--- config.mk ---
export PLATFORM = sky130hd
export DESIGN_NAME = ovi_issue_arbiter
export DESIGN_NICKNAME = d
export VERILOG_FILES = /design/src/rtl/ovi_issue_arbiter.sv
export SDC_FILE = /design/constraint.sdc
export NUM_CORES = 1
export LEC_CHECK = 0
export ABC_AREA = 1
export ABC_CLOCK_PERIOD_IN_PS = 1900
export CORE_MARGIN = 10
export CORE_UTILIZATION = 26
export CTS_CLUSTER_SIZE = 14
export DETAILED_ROUTE_END_ITERATION = 12
export MAX_ROUTING_LAYER = met4
export PLACE_DENSITY_LB_ADDON = 0.08
export SYNTH_ARGS = -nofsm -noshare
export SYNTH_HDL_FRONTEND = slang
export SYNTH_SLANG_ARGS = --single-unit
--- constraint.sdc ---
create_clock -name CLK -period 1.9 [get_ports CLK]
set_input_delay 0.57 -clock CLK [delete_from_list [all_inputs] [get_ports CLK]]
set_output_delay 0.57 -clock CLK [all_outputs]
set_load 0.02 [all_outputs]
--- src/rtl/ovi_issue_arbiter.sv ---
// ovi_issue_arbiter: two-requester issue arbiter in front of an OVI vector unit.
// Requester A (scalar core) and B (test sequencer) share one issue port. A tag FIFO
// remembers who issued each instruction so in-order completions are routed back.
// Build option: define OVI_ARB_FIXED_PRIO_EN for fixed priority (A over B);
// the default build uses round-robin.
//
// CORE_ISSUE layout (MSB..LSB): {instr, opnd, vl, sew, valid}.
// CORE_COMPLETED layout: bit 0 is valid; upper bits carry status not used here.

`ifndef OVI_INSTR_WIDTH
`define OVI_INSTR_WIDTH 32
`endif
`ifndef OVI_DATA_WIDTH
`define OVI_DATA_WIDTH 64
`endif
`ifndef OVI_VL_WIDTH
`define OVI_VL_WIDTH 14
`endif
`ifndef OVI_SEW_WIDTH
`define OVI_SEW_WIDTH 3
`endif
`ifndef OVI_COMPLETED_WIDTH
`define OVI_COMPLETED_WIDTH 8
`endif
`ifndef OVI_ISSUE_WIDTH
`define OVI_ISSUE_WIDTH (`OVI_INSTR_WIDTH + `OVI_DATA_WIDTH + `OVI_VL_WIDTH + `OVI_SEW_WIDTH + 1)
`endif

module ovi_issue_arbiter #(
  parameter int unsigned MAX_OUT = 4
) (
  input  logic                            CLK,
  input  logic                            RSTN,
  input  logic                            A_VALID,
  input  logic                            B_VALID,
  input  logic [`OVI_INSTR_WIDTH-1:0]     A_INSTR,
  input  logic [`OVI_INSTR_WIDTH-1:0]     B_INSTR,
  input  logic [`OVI_VL_WIDTH-1:0]        A_VL,
  input  logic [`OVI_VL_WIDTH-1:0]        B_VL,
  input  logic [`OVI_SEW_WIDTH-1:0]       A_SEW,
  input  logic [`OVI_SEW_WIDTH-1:0]       B_SEW,
  output logic                            A_READY,
  output logic                            B_READY,
  input  logic                            HALT,
  output logic [`OVI_ISSUE_WIDTH-1:0]     CORE_ISSUE,
  input  logic [`OVI_COMPLETED_WIDTH-1:0] CORE_COMPLETED,
  output logic                            A_DONE,
  output logic                            B_DONE,
  output logic                            IDLE,
  output logic                            ERR
);

  localparam int unsigned PtrW = (MAX_OUT > 1) ? $clog2(MAX_OUT) : 1;
  localparam int unsigned CntW = $clog2(MAX_OUT + 1);
  localparam logic [PtrW-1:0] PtrLast = PtrW'(MAX_OUT - 1);
  localparam logic [CntW-1:0] CntMax  = CntW'(MAX_OUT);

  typedef enum logic [1:0] {
    StRun,
    StDrain,
    StHalted
  } state_e;

  state_e               state_q, state_d;
  logic [CntW-1:0]      count_q, count_d;
  logic [PtrW-1:0]      wr_ptr_q, rd_ptr_q;
  logic [MAX_OUT-1:0]   tags_q;
  logic                 err_q;

  logic comp_valid;
  logic pop;
  logic room;
  logic grant;
  logic pick_b;
  logic grant_a;
  logic grant_b;
  logic pop_tag;
  logic unused_completed;

  function automatic logic [PtrW-1:0] ptr_next(input logic [PtrW-1:0] p);
    return (p == PtrLast) ? '0 : p + 1'b1;
  endfunction

  assign comp_valid       = CORE_COMPLETED[0];
  assign unused_completed = ^CORE_COMPLETED[`OVI_COMPLETED_WIDTH-1:1];

  // A completion with nothing outstanding is an underflow and is dropped.
  assign pop     = comp_valid && (count_q != '0);
  assign pop_tag = tags_q[rd_ptr_q];

  // A completion in this cycle frees a slot, so a full FIFO can still issue.
  assign room  = (count_q < CntMax) || pop;
  assign grant = (state_q == StRun) && !HALT && room && (A_VALID || B_VALID);

`ifdef OVI_ARB_FIXED_PRIO_EN
  assign pick_b = !A_VALID;
`else
  logic prefer_b_q;

  assign pick_b = B_VALID && (!A_VALID || prefer_b_q);

  // Round-robin pointer: after a grant, the other requester is preferred.
  always_ff @(posedge CLK or negedge RSTN) begin
    if (!RSTN) begin
      prefer_b_q <= 1'b0;
    end else if (grant) begin
      prefer_b_q <= !pick_b;
    end
  end
`endif

  assign grant_a = grant && !pick_b;
  assign grant_b = grant && pick_b;
  assign A_READY = grant_a;
  assign B_READY = grant_b;
  assign A_DONE  = pop && !pop_tag;
  assign B_DONE  = pop && pop_tag;
  assign IDLE    = (state_q == StHalted) && (count_q == '0);
  assign ERR     = err_q;

  // Issue payload: the granted requester's fields, all zero when idle.
  always_comb begin
    CORE_ISSUE = '0;
    if (grant_a) begin
      CORE_ISSUE = {A_INSTR, {`OVI_DATA_WIDTH{1'b0}}, A_VL, A_SEW, 1'b1};
    end else if (grant_b) begin
      CORE_ISSUE = {B_INSTR, {`OVI_DATA_WIDTH{1'b0}}, B_VL, B_SEW, 1'b1};
    end
  end

  // Next-state for the run/drain/halt FSM.
  always_comb begin
    state_d = state_q;
    case (state_q)
      StRun: begin
        if (HALT) state_d = StDrain;
      end
      StDrain: begin
        if (!HALT) begin
          state_d = StRun;
        end else if (count_q == '0) begin
          state_d = StHalted;
        end
      end
      StHalted: begin
        if (!HALT) state_d = StRun;
      end
      default: state_d = StHalted;
    endcase
  end

  // Outstanding count: a simultaneous push and pop leaves it unchanged.
  always_comb begin
    count_d = count_q;
    if (grant && !pop) begin
      count_d = count_q + 1'b1;
    end else if (!grant && pop) begin
      count_d = count_q - 1'b1;
    end
  end

  // State, counter, pointers and sticky error flag.
  always_ff @(posedge CLK or negedge RSTN) begin
    if (!RSTN) begin
      state_q  <= StHalted;
      count_q  <= '0;
      wr_ptr_q <= '0;
      rd_ptr_q <= '0;
      err_q    <= 1'b0;
    end else begin
      state_q <= state_d;
      count_q <= count_d;
      if (grant) wr_ptr_q <= ptr_next(wr_ptr_q);
      if (pop) rd_ptr_q <= ptr_next(rd_ptr_q);
      if (comp_valid && (count_q == '0)) err_q <= 1'b1;
    end
  end

  // Tag storage: source ID of each issued instruction (0=A, 1=B).
  always_ff @(posedge CLK or negedge RSTN) begin
    if (!RSTN) begin
      tags_q <= '0;
    end else if (grant) begin
      tags_q[wr_ptr_q] <= pick_b;
    end
  end

endmodule

==> results.py, run 1 <==
metrics = {
    "floorplan": {
        "die_w_um": 111,
        "die_area_sq_um": 12400,
        "dieHeight_um": 111,
        "initial_core_util": 0.266,
        "core_area_sq_um": 8180,
        "num_io_pins": 231,
        "rows": 33,
    },
    "timing": {
        "final-setup-viol-count": 54,
        "timing.final.ws_setup_ns": -0.407,
        "holdWs_ns": 0.471,
        "min_period_over_period": 1.21,
        "fmax_mhz": 433,
        "slew_viol_final": 0,
        "skew_ns": 0.00929,
        "rsz0062_at_grt": "true",
        "final.min_clock_period_ns": 2.31,
        "tns_ns": -16.95,
        "hold_violations": 0,
    },
    "global_routing": {
        "grt_pass1_vias": 3205,
        "antenna_found_initial": 0,
        "grtUsageTotal": 0.184,
        "grt.overflow.total": 0,
        "grt_max_degree": 32,
        "grt_pass1_wl_mm": 18.3,
    },
    "synth": {
        "synth_flop_cell": "dfrtp_1",
        "synthDistinctLibCells": 25,
        "synth-seq-cells": 15,
        "synthTopCellsByArea": "nand3_1 (23%), buf_4 (22%), dfrtp_1 (16%), nand2_1 (13%), nand3_2 (4.6%)",
        "netlist_instances": 340,
        "synth_area_sq_um": 2180,
        "synth_edf_count": 0,
        "synth_top_area_cell": "nand3_1",
        "yosysWarnings": 0,
        "async_flop_share": 1.00,
        "synth_area_per_cell_sq_um": 6.40,
        "netlist.area_leader.share": 0.230,
        "ys_seq_area_frac": 0.173,
    },
    "power_and_ir_drop": {
        "peakVddDrop_v": 0.000435,
        "power_density_nw_per_um2": 803,
        "power_leakage_uw": 0.00241,
    },
    "route": {
        "first_pass_iters": 4,
        "drt_wl_total_mm": 12.6,
        "wl_per_cell_um": 19.0,
        "drc_errors": 0,
        "ant_nets": 0,
        "vias": 3037,
        "via_per_inst": 4.59,
        "drt_first_iter_violations": 116,
    },
    "run_status": {
        "status": "finished with violations",
        "violations": "negative setup slack",
    },
    "worst_setup_path": {
        "critPathKind": "input pin to output port",
        "cp_max_fo": 8,
        "cpPeakStageDelay_ns": 0.15,
        "path_cells": "buf_8 > inv_8 > nand2_2 > nand2_2 > nor2_4 > buf_6 > buf_8 > buf_16 > buf_12 > nand3_2 > nand2_2 > buf_6",
        "cp.required_ns": 1.33,
        "cpMaxStageDelayCell": "nor2_4",
        "worst_setup_path_start_kind": "input pin",
        "cp.arrival_ns": 1.74,
        "endpoint_kind": "output port",
        "crit_top_cell": "nand2_2",
    },
    "placement": {
        "post-place-ws_ns": -1.29,
        "portBuffers": 159,
        "hpwl_mm": 8.23,
        "globalplace.congestion": 0.833,
        "dp.cells": 616,
    },
    "cts": {
        "cts_hold_buf": 0,
        "cts_made_buffers": 3,
        "cts_tree": "built",
        "clkTransAtPathRegs_ns": 0.06,
        "clock_tree.root_cell": "clkbuf_8",
        "cts.path.max_buffers": 2,
        "htreeDepth": 1,
        "clk_latency_ns": 0.25,
        "cts_sinks": 15,
    },
    "job": {
        "cap_violations": 0,
    },
    "cells_and_area": {
        "nNetsFinal": 676,
        "drive_gt1_frac": 0.504,
        "antenna_cells": 0,
        "syn_to_final_growth_pct": 154,
        "layout.cells.non_filler": 662,
        "num-fill-cells": 624,
        "final_util": 0.675,
    },
    "worst_hold_path": {
        "hold_path_class": "flip-flop to flip-flop",
    },
}
## metal layers
layer,vias up,routed length (um),global-route usage
met2,162,6540,0.329
met4,0,255,0.0283
met1,1426,4800,0.204
met5,-,0,-
met3,19,1010,0.0488
li1,1430,-,-
## sequential cells by signal, summed over array words and instances, names as in the netlist
register and flops:
state_q 2, count_q 3, ERR 1, wr_ptr_q 2, rd_ptr_q 2, prefer_b_q 1, tags_q 4
## cells in the mapped netlist (2+ instances only)
cell and number:
nand3_2 10, inv_1 13, nand2_1 76, o21ai_0 6, nand3_1 100, buf_6 3
nor2_1 12, ha_1 6, buf_4 65, inv_2 4, a21oi_1 2, buf_2 10
dfrtp_1 14, clkbuf_1 8
## layout make-up
class / instances / area (sq um) / area share
timing repair buffer: 236 / 2700 / 0.489
multi-input combinational: 285 / 2180 / 0.395
tap: 105 / 131 / 0.0238
sequential: 15 / 378 / 0.0685
inverter: 17 / 81.3 / 0.0147
clock buffer: 4 / 45.0 / 0.00816
## cells by family after synthesis
kind of cell / count (synthesis) / synth area share
AND/OR/NAND/NOR: 201 / 0.438
XOR/XNOR: 2 / 0.00805
AO/OA/AOI/OAI: 11 / 0.0293
buffers and inverters: 103 / 0.306
other: 1 / 0.00172
flip-flops: 15 / 0.173
adder cells (fa/ha/maj): 7 / 0.0437
## critical path, delay by kind of cell
kind                   cells  cell delay, ns
buffers and inverters      7            0.75
AND/OR/NAND/NOR            5            0.40
## timing repair
action                                  CTS  global route
resized for setup                       453            63
buffers inserted                         29             5
cloned                                   10             5
pin swaps                                40            21
endpoints found under the setup margin   58            58
## metrics by stage
stage / power (uW) / area (sq um)
2_1_floorplan: 1970 / 2640
3_3_place_gp: 2920 / 4060
3_5_place_dp: 2940 / 4060
4_1_cts: 4160 / 5180
5_1_grt: 4700 / 5520
6_report: 4430 / 5520
## cells in the final DEF, fill, tap and decap left out, types with 7 or more instances in the layout
cell,synthesis,routed
nand3_4,0,32
nand2_4,0,15
nand2_1,76,31
buf_16,0,7
nand2_2,0,30
inv_1,13,9
dfrtp_1,14,13
nand3_1,100,35
conb_1,1,64
buf_4,65,38
buf_12,0,14
nor2_1,12,8
nand3_2,10,43
clkdlybuf4s50_1,0,100
buf_6,3,68
## power breakdown
part / leakage (uW) / total [uW] / switching [uW] / internal, uW
Clock: 0.0000228 / 266 / 118 / 148
Sequential: 0.000175 / 585 / 114 / 471
Combinational: 0.00221 / 3580 / 1790 / 1790
Total: 0.00241 / 4430 / 2020 / 2410
## path summary, 6_finish.rpt
path | endpoint | startpoint | slack, ns | depth (start not counted)
worst max-delay path | CORE_ISSUE[108] | B_VALID | -0.41 | 12
worst min-delay path | tags_q[1] | tags_q[1] | 0.47 | 2
worst max register to register | count_q[2] | state_q[0] | -0.30 | 16
worst min register to register | tags_q[1] | tags_q[1] | 0.47 | 2
max in group asynchronous | state_q[1] | RSTN | 1.01 | 2
min in group asynchronous | state_q[0] | RSTN | 0.64 | 2
Note: power is estimated with default switching activity, not from simulation.
==> run 2: changes to the inputs <==
--- a/config.mk
+++ b/config.mk
@@ -9,10 +9,10 @@
 export ABC_CLOCK_PERIOD_IN_PS = 1900
 export CORE_MARGIN = 10
 export CORE_UTILIZATION = 26
-export CTS_CLUSTER_SIZE = 14
 export DETAILED_ROUTE_END_ITERATION = 12
 export MAX_ROUTING_LAYER = met4
-export PLACE_DENSITY_LB_ADDON = 0.08
+export PLACE_DENSITY = 0.88
+export REMOVE_ABC_BUFFERS = 1
 export SYNTH_ARGS = -nofsm -noshare
 export SYNTH_HDL_FRONTEND = slang
 export SYNTH_SLANG_ARGS = --single-unit
==> run 2 against run 1 <==
The run still ends with negative setup slack left. Worst hold slack better by 0.053 ns. Final area is 0.41% higher. Via count is 3.9% higher. Setup slack worse by 0.010 ns. Wire length is 15% higher. Critical path depth stayed put. Critical path type unchanged.
==> results.py, run 2 (same netlist as run 1, synthesis figures left out) <==
metrics = {
    "run_status": {
        "status": "finished with violations",
        "violations": "negative setup slack",
    },
    "worst_hold_path": {
        "whs_endpoint": "ERR",
        "hold_path_class": "flip-flop to flip-flop",
        "min-delay-start": "ERR",
        "worstHoldPathCells": 1,
    },
    "cells_and_area": {
        "final_util": 0.678,
        "num-fill-cells": 557,
        "syn_to_final_growth_pct": 155,
        "largest_reg_flops": 4,
        "final_cell_mix": "clkdlybuf4s50_1 (100), conb_1 (64), buf_6 (63)",
        "multiInputGateArea_sq_um": 2270,
        "antenna_cells": 0,
        "final-seq-area_sq_um": 378,
        "layout.cells.non_filler": 658,
        "drive_gt1_frac": 0.542,
        "top_regs": "tags_q (4), count_q (3)",
        "final_common_cell": "clkdlybuf4s50_1",
        "regMostFlops": "tags_q",
        "nNetsFinal": 672,
    },
    "route": {
        "first_pass_iters": 4,
        "drt_wl_total_mm": 14.4,
        "ant_nets": 0,
        "drc_errors": 0,
        "vias": 3156,
        "wl_per_cell_um": 21.9,
        "via_per_inst": 4.80,
        "drt_first_iter_violations": 131,
    },
    "cts": {
        "clk_latency_ns": 0.25,
        "cts_sinks": 15,
        "clock_tree.root_cell": "clkbuf_8",
        "cts.path.max_buffers": 2,
        "htreeDepth": 1,
        "cts_made_buffers": 3,
        "cts_hold_buf": 0,
        "cts_tree": "built",
        "clkTransAtPathRegs_ns": 0.06,
    },
    "floorplan": {
        "initial_core_util": 0.266,
        "dieHeight_um": 111,
        "rows": 33,
        "num_io_pins": 231,
        "core_area_sq_um": 8180,
        "die_w_um": 111,
        "die_area_sq_um": 12400,
    },
    "power_and_ir_drop": {
        "peakVddDrop_v": 0.000479,
        "power_density_nw_per_um2": 826,
        "power_leakage_uw": 0.00239,
    },
    "placement": {
        "globalplace.congestion": 0.796,
        "portBuffers": 159,
        "dp.cells": 622,
        "hpwl_mm": 8.18,
        "post-place-ws_ns": -1.19,
    },
    "timing": {
        "hold_violations": 0,
        "timing.final.ws_setup_ns": -0.418,
        "tns_ns": -16.25,
        "skew_ns": 0.00328,
        "min_period_over_period": 1.22,
        "holdWs_ns": 0.524,
        "fmax_mhz": 431,
        "rsz0062_at_grt": "true",
        "final.min_clock_period_ns": 2.32,
        "final-setup-viol-count": 55,
        "slew_viol_final": 0,
    },
    "global_routing": {
        "grt.overflow.total": 0,
        "grtUsageTotal": 0.191,
        "grt_pass1_wl_mm": 19.3,
        "grt_pass1_vias": 3598,
        "antenna_found_initial": 0,
        "grt_max_degree": 36,
    },
    "worst_setup_path": {
        "cp.arrival_ns": 1.75,
        "cp_max_fo": 7,
        "reg2reg_depth": 13,
        "endpoint_kind": "output port",
        "worst_setup_path_start_kind": "input pin",
        "critPathKind": "input pin to output port",
        "cp.required_ns": 1.33,
        "reg2reg_slack_ns": -0.19,
        "r2r-end": "count_q[2]",
        "worstReg2RegStart": "count_q[2]",
    },
    "job": {
        "cap_violations": 0,
    },
}
run 2: per-layer routing:
layer | GRT usage | wire length (um)
met5 | - | 0
met4 | 0.0548 | 320
met3 | 0.0301 | 827
met2 | 0.363 | 8310
met1 | 0.196 | 4980
run 2: how the worst max path moves through the flow:
stage                    start              end  slack (ns)  cells after the start
finish                 B_VALID  CORE_ISSUE[109]       -0.42                     12
CTS                 state_q[1]  CORE_ISSUE[106]       -0.40                     10
detailed placement     A_VALID  CORE_ISSUE[103]       -1.19                     10
floorplan              A_VALID          A_READY       -1.42                      4
global route        state_q[1]  CORE_ISSUE[109]       -0.48                     10
global placement       A_VALID   CORE_ISSUE[82]       -1.16                     10
run 2: report_power, final:
part           switching, uW  internal (uW)  leakage (uW)  total (uW)
Clock                    114            148     0.0000228         263
Sequential               128            472      0.000175         600
Combinational           1930           1780       0.00219        3720
Total                   2170           2400       0.00239        4580
run 2: metrics by stage:
stage	total power [uW]	instance area [sq um]
2_1_floorplan	1670	1810
3_3_place_gp	2860	3920
3_5_place_dp	2940	3920
4_1_cts	4160	5140
5_1_grt	4840	5540
6_report	4580	5540
run 2: worst max-delay path: stages:
cell	delay [ns]
buf_6	0.08
inv_2	0.04
nand2_4	0.05
nand2_2	0.06
nor2_4	0.12
buf_6	0.12
buf_12	0.14
buf_12	0.13
buf_16	0.12
nand3_2	0.09
nand2_2	0.09
buf_6	0.12
run 2: cell type report:
cell class / count / share of cell area
clock buffers: 4 / 0.00813
inverters: 17 / 0.0138
multi-input cells: 285 / 0.410
flip-flops and latches: 15 / 0.0682
well taps: 105 / 0.0237
repair buffers: 232 / 0.476
run 2: repair_timing:
| action | 4_1_cts | 5_1_grt |
|---|---|---|
| pin swaps | 51 | 28 |
| gates cloned | 12 | 2 |
| resized for setup | 515 | 78 |
| endpoints found under the setup margin | 58 | 57 |
| setup buffers | 16 | 11 |
==> run 3: changes to the inputs <==
--- a/config.mk
+++ b/config.mk
@@ -16,3 +16,4 @@
 export SYNTH_ARGS = -nofsm -noshare
 export SYNTH_HDL_FRONTEND = slang
 export SYNTH_SLANG_ARGS = --single-unit
+export TNS_END_PERCENT = 1
==> run 3 against run 2 <==
The run still ends with negative setup slack left. Power decreased by 22%. Flip-flop and latch count unchanged. Register-to-register slack improved by 0.09 ns. Clock-buffer cell count unchanged. Setup slack improved by 0.12 ns. Wire length decreased by 29%. Combinational power decreased by 27%. First-iteration DRC count decreased by 16%. Worst hold slack got worse by 0.0075 ns. Core utilization decreased by 15 points. Die area unchanged.
==> results.py, run 3 (same netlist as run 1, synthesis figures left out) <==
metrics = {
    "route": {
        "ant_nets": 0,
        "first_pass_iters": 5,
        "drt_wl_total_mm": 10.3,
        "drt_first_iter_violations": 110,
        "wl_per_cell_um": 16.3,
        "vias": 2788,
        "via_per_inst": 4.41,
        "drc_errors": 0,
    },
    "power_and_ir_drop": {
        "power_leakage_uw": 0.00211,
        "power_density_nw_per_um2": 828,
        "peakVddDrop_v": 0.000422,
    },
    "placement": {
        "hpwl_mm": 8.18,
        "dp.cells": 622,
        "globalplace.congestion": 0.796,
        "portBuffers": 159,
        "dpl_cell_area_sq_um": 3920,
    },
    "timing": {
        "hold_violations": 0,
        "slew_viol_final": 0,
        "skew_ns": 0.00439,
        "tns_ns": -12.65,
        "final.min_clock_period_ns": 2.20,
        "holdWs_ns": 0.517,
        "final-setup-viol-count": 53,
        "min_period_over_period": 1.16,
        "rsz0062_at_grt": "true",
        "fmax_mhz": 455,
        "timing.final.ws_setup_ns": -0.296,
    },
    "floorplan": {
        "initial_core_util": 0.266,
        "rows": 33,
        "num_io_pins": 231,
        "dieHeight_um": 111,
        "core_area_sq_um": 8180,
        "die_w_um": 111,
        "die_area_sq_um": 12400,
    },
    "worst_setup_path": {
        "path_delay_family": "buffers and inverters",
        "critPathKind": "input pin to output port",
        "cp-startpoint": "HALT",
        "cpMaxStageDelayCell": "nor2_4",
        "cp_max_fo": 12,
        "endpoint_kind": "output port",
        "worstReg2RegStart": "state_q[0]",
        "cpPeakStageDelay_ns": 0.19,
        "cp.arrival_ns": 1.63,
        "cp_num_buf_inv": 5,
        "cp.required_ns": 1.33,
        "worst_setup_path_start_kind": "input pin",
        "path_cells": "buf_6 > inv_2 > nand3_2 > nor2_4 > buf_12 > buf_16 > nand3_2 > nand2_2 > buf_6",
    },
    "global_routing": {
        "antenna_found_initial": 0,
        "grt_pass1_vias": 3127,
        "grt.overflow.total": 0,
        "grt_pass1_wl_mm": 16.2,
        "grtUsageTotal": 0.157,
        "grt_max_degree": 36,
    },
    "cts": {
        "cts_sinks": 15,
        "htreeDepth": 1,
        "cts.path.max_buffers": 2,
        "clock_tree.root_cell": "clkbuf_8",
        "clkTransAtPathRegs_ns": 0.06,
        "cts_hold_buf": 0,
        "cts_tree": "built",
        "cts_made_buffers": 3,
        "clk_latency_ns": 0.25,
    },
    "job": {
        "cap_violations": 0,
    },
    "run_status": {
        "status": "finished with violations",
        "violations": "negative setup slack",
    },
    "cells_and_area": {
        "drive_gt1_frac": 0.321,
        "antenna_cells": 0,
        "regMostFlops": "tags_q",
        "fin_area_sq_um": 4310,
        "largest_reg_flops": 4,
        "final_util": 0.527,
        "final_cell_mix": "clkdlybuf4s50_1 (100), nand3_1 (86), conb_1 (64)",
        "nNetsFinal": 646,
        "layout.cells.non_filler": 632,
        "syn_to_final_growth_pct": 98.0,
        "final_common_cell": "clkdlybuf4s50_1",
        "top_regs": "tags_q (4), count_q (3)",
        "num-fill-cells": 748,
    },
    "worst_hold_path": {
        "min-delay-start": "ERR",
        "hold_path_class": "flip-flop to flip-flop",
    },
}
==> run 3: cell count changes in the layout (fill, tap and decap cells not counted), sizes merged <==
cell	change
buf	-24
bufbuf	-1
clkbuf	-1
==> run 3: final timing paths <==
| path | end | slack, ns | cells past startpoint |
|---|---|---|---|
| max | CORE_ISSUE[11] | -0.30 | 9 |
| min | ERR | 0.52 | 1 |
| max reg2reg | count_q[2] | -0.10 | 12 |
| min reg2reg | ERR | 0.52 | 1 |
| max in group asynchronous | state_q[1] | 1.00 | 2 |
| min in group asynchronous | rd_ptr_q[0] | 0.65 | 2 |
==> run 3: stage by stage <==
step	worst slack [ns]	power [uW]
6_report	-0.296	3570
5_1_grt	-0.387	3850
4_1_cts	-0.335	3450
3_5_place_dp	-1.19	2940
3_3_place_gp	-1.16	2860
2_1_floorplan	-1.42	1670
==> run 3: what timing repair did <==
| action | in CTS | in global routing |
|---|---|---|
| cloned | 3 | 1 |
| endpoints found under the setup margin | 58 | 57 |
| resized for setup | 368 | 38 |
| pin swaps | 23 | 17 |
| buffers inserted | 3 | 1 |
==> run 3: layout make-up <==
type	instances	area (sq um)	share of cell area
timing repair buffer	206	2170	0.503
multi-input combinational	285	1520	0.352
sequential	15	378	0.0877
tap	105	131	0.0305
inverter	17	66.3	0.0154
clock buffer	4	45.0	0.0105
==> run 3: where the power goes <==
group / switching [uW] / internal (uW) / total (uW)
Clock: 116 / 149 / 265
Sequential: 119 / 472 / 590
Combinational: 1400 / 1310 / 2710
Total: 1640 / 1930 / 3570
==> run 3: layer usage <==
layer  part of all wire  global-route usage  vias up
met3              0.071              0.0386       23
met2               0.53               0.288      128
met1               0.37               0.163     1281
li1                   -                   -     1356
met5                  0                   -        -
met4              0.022              0.0446        0
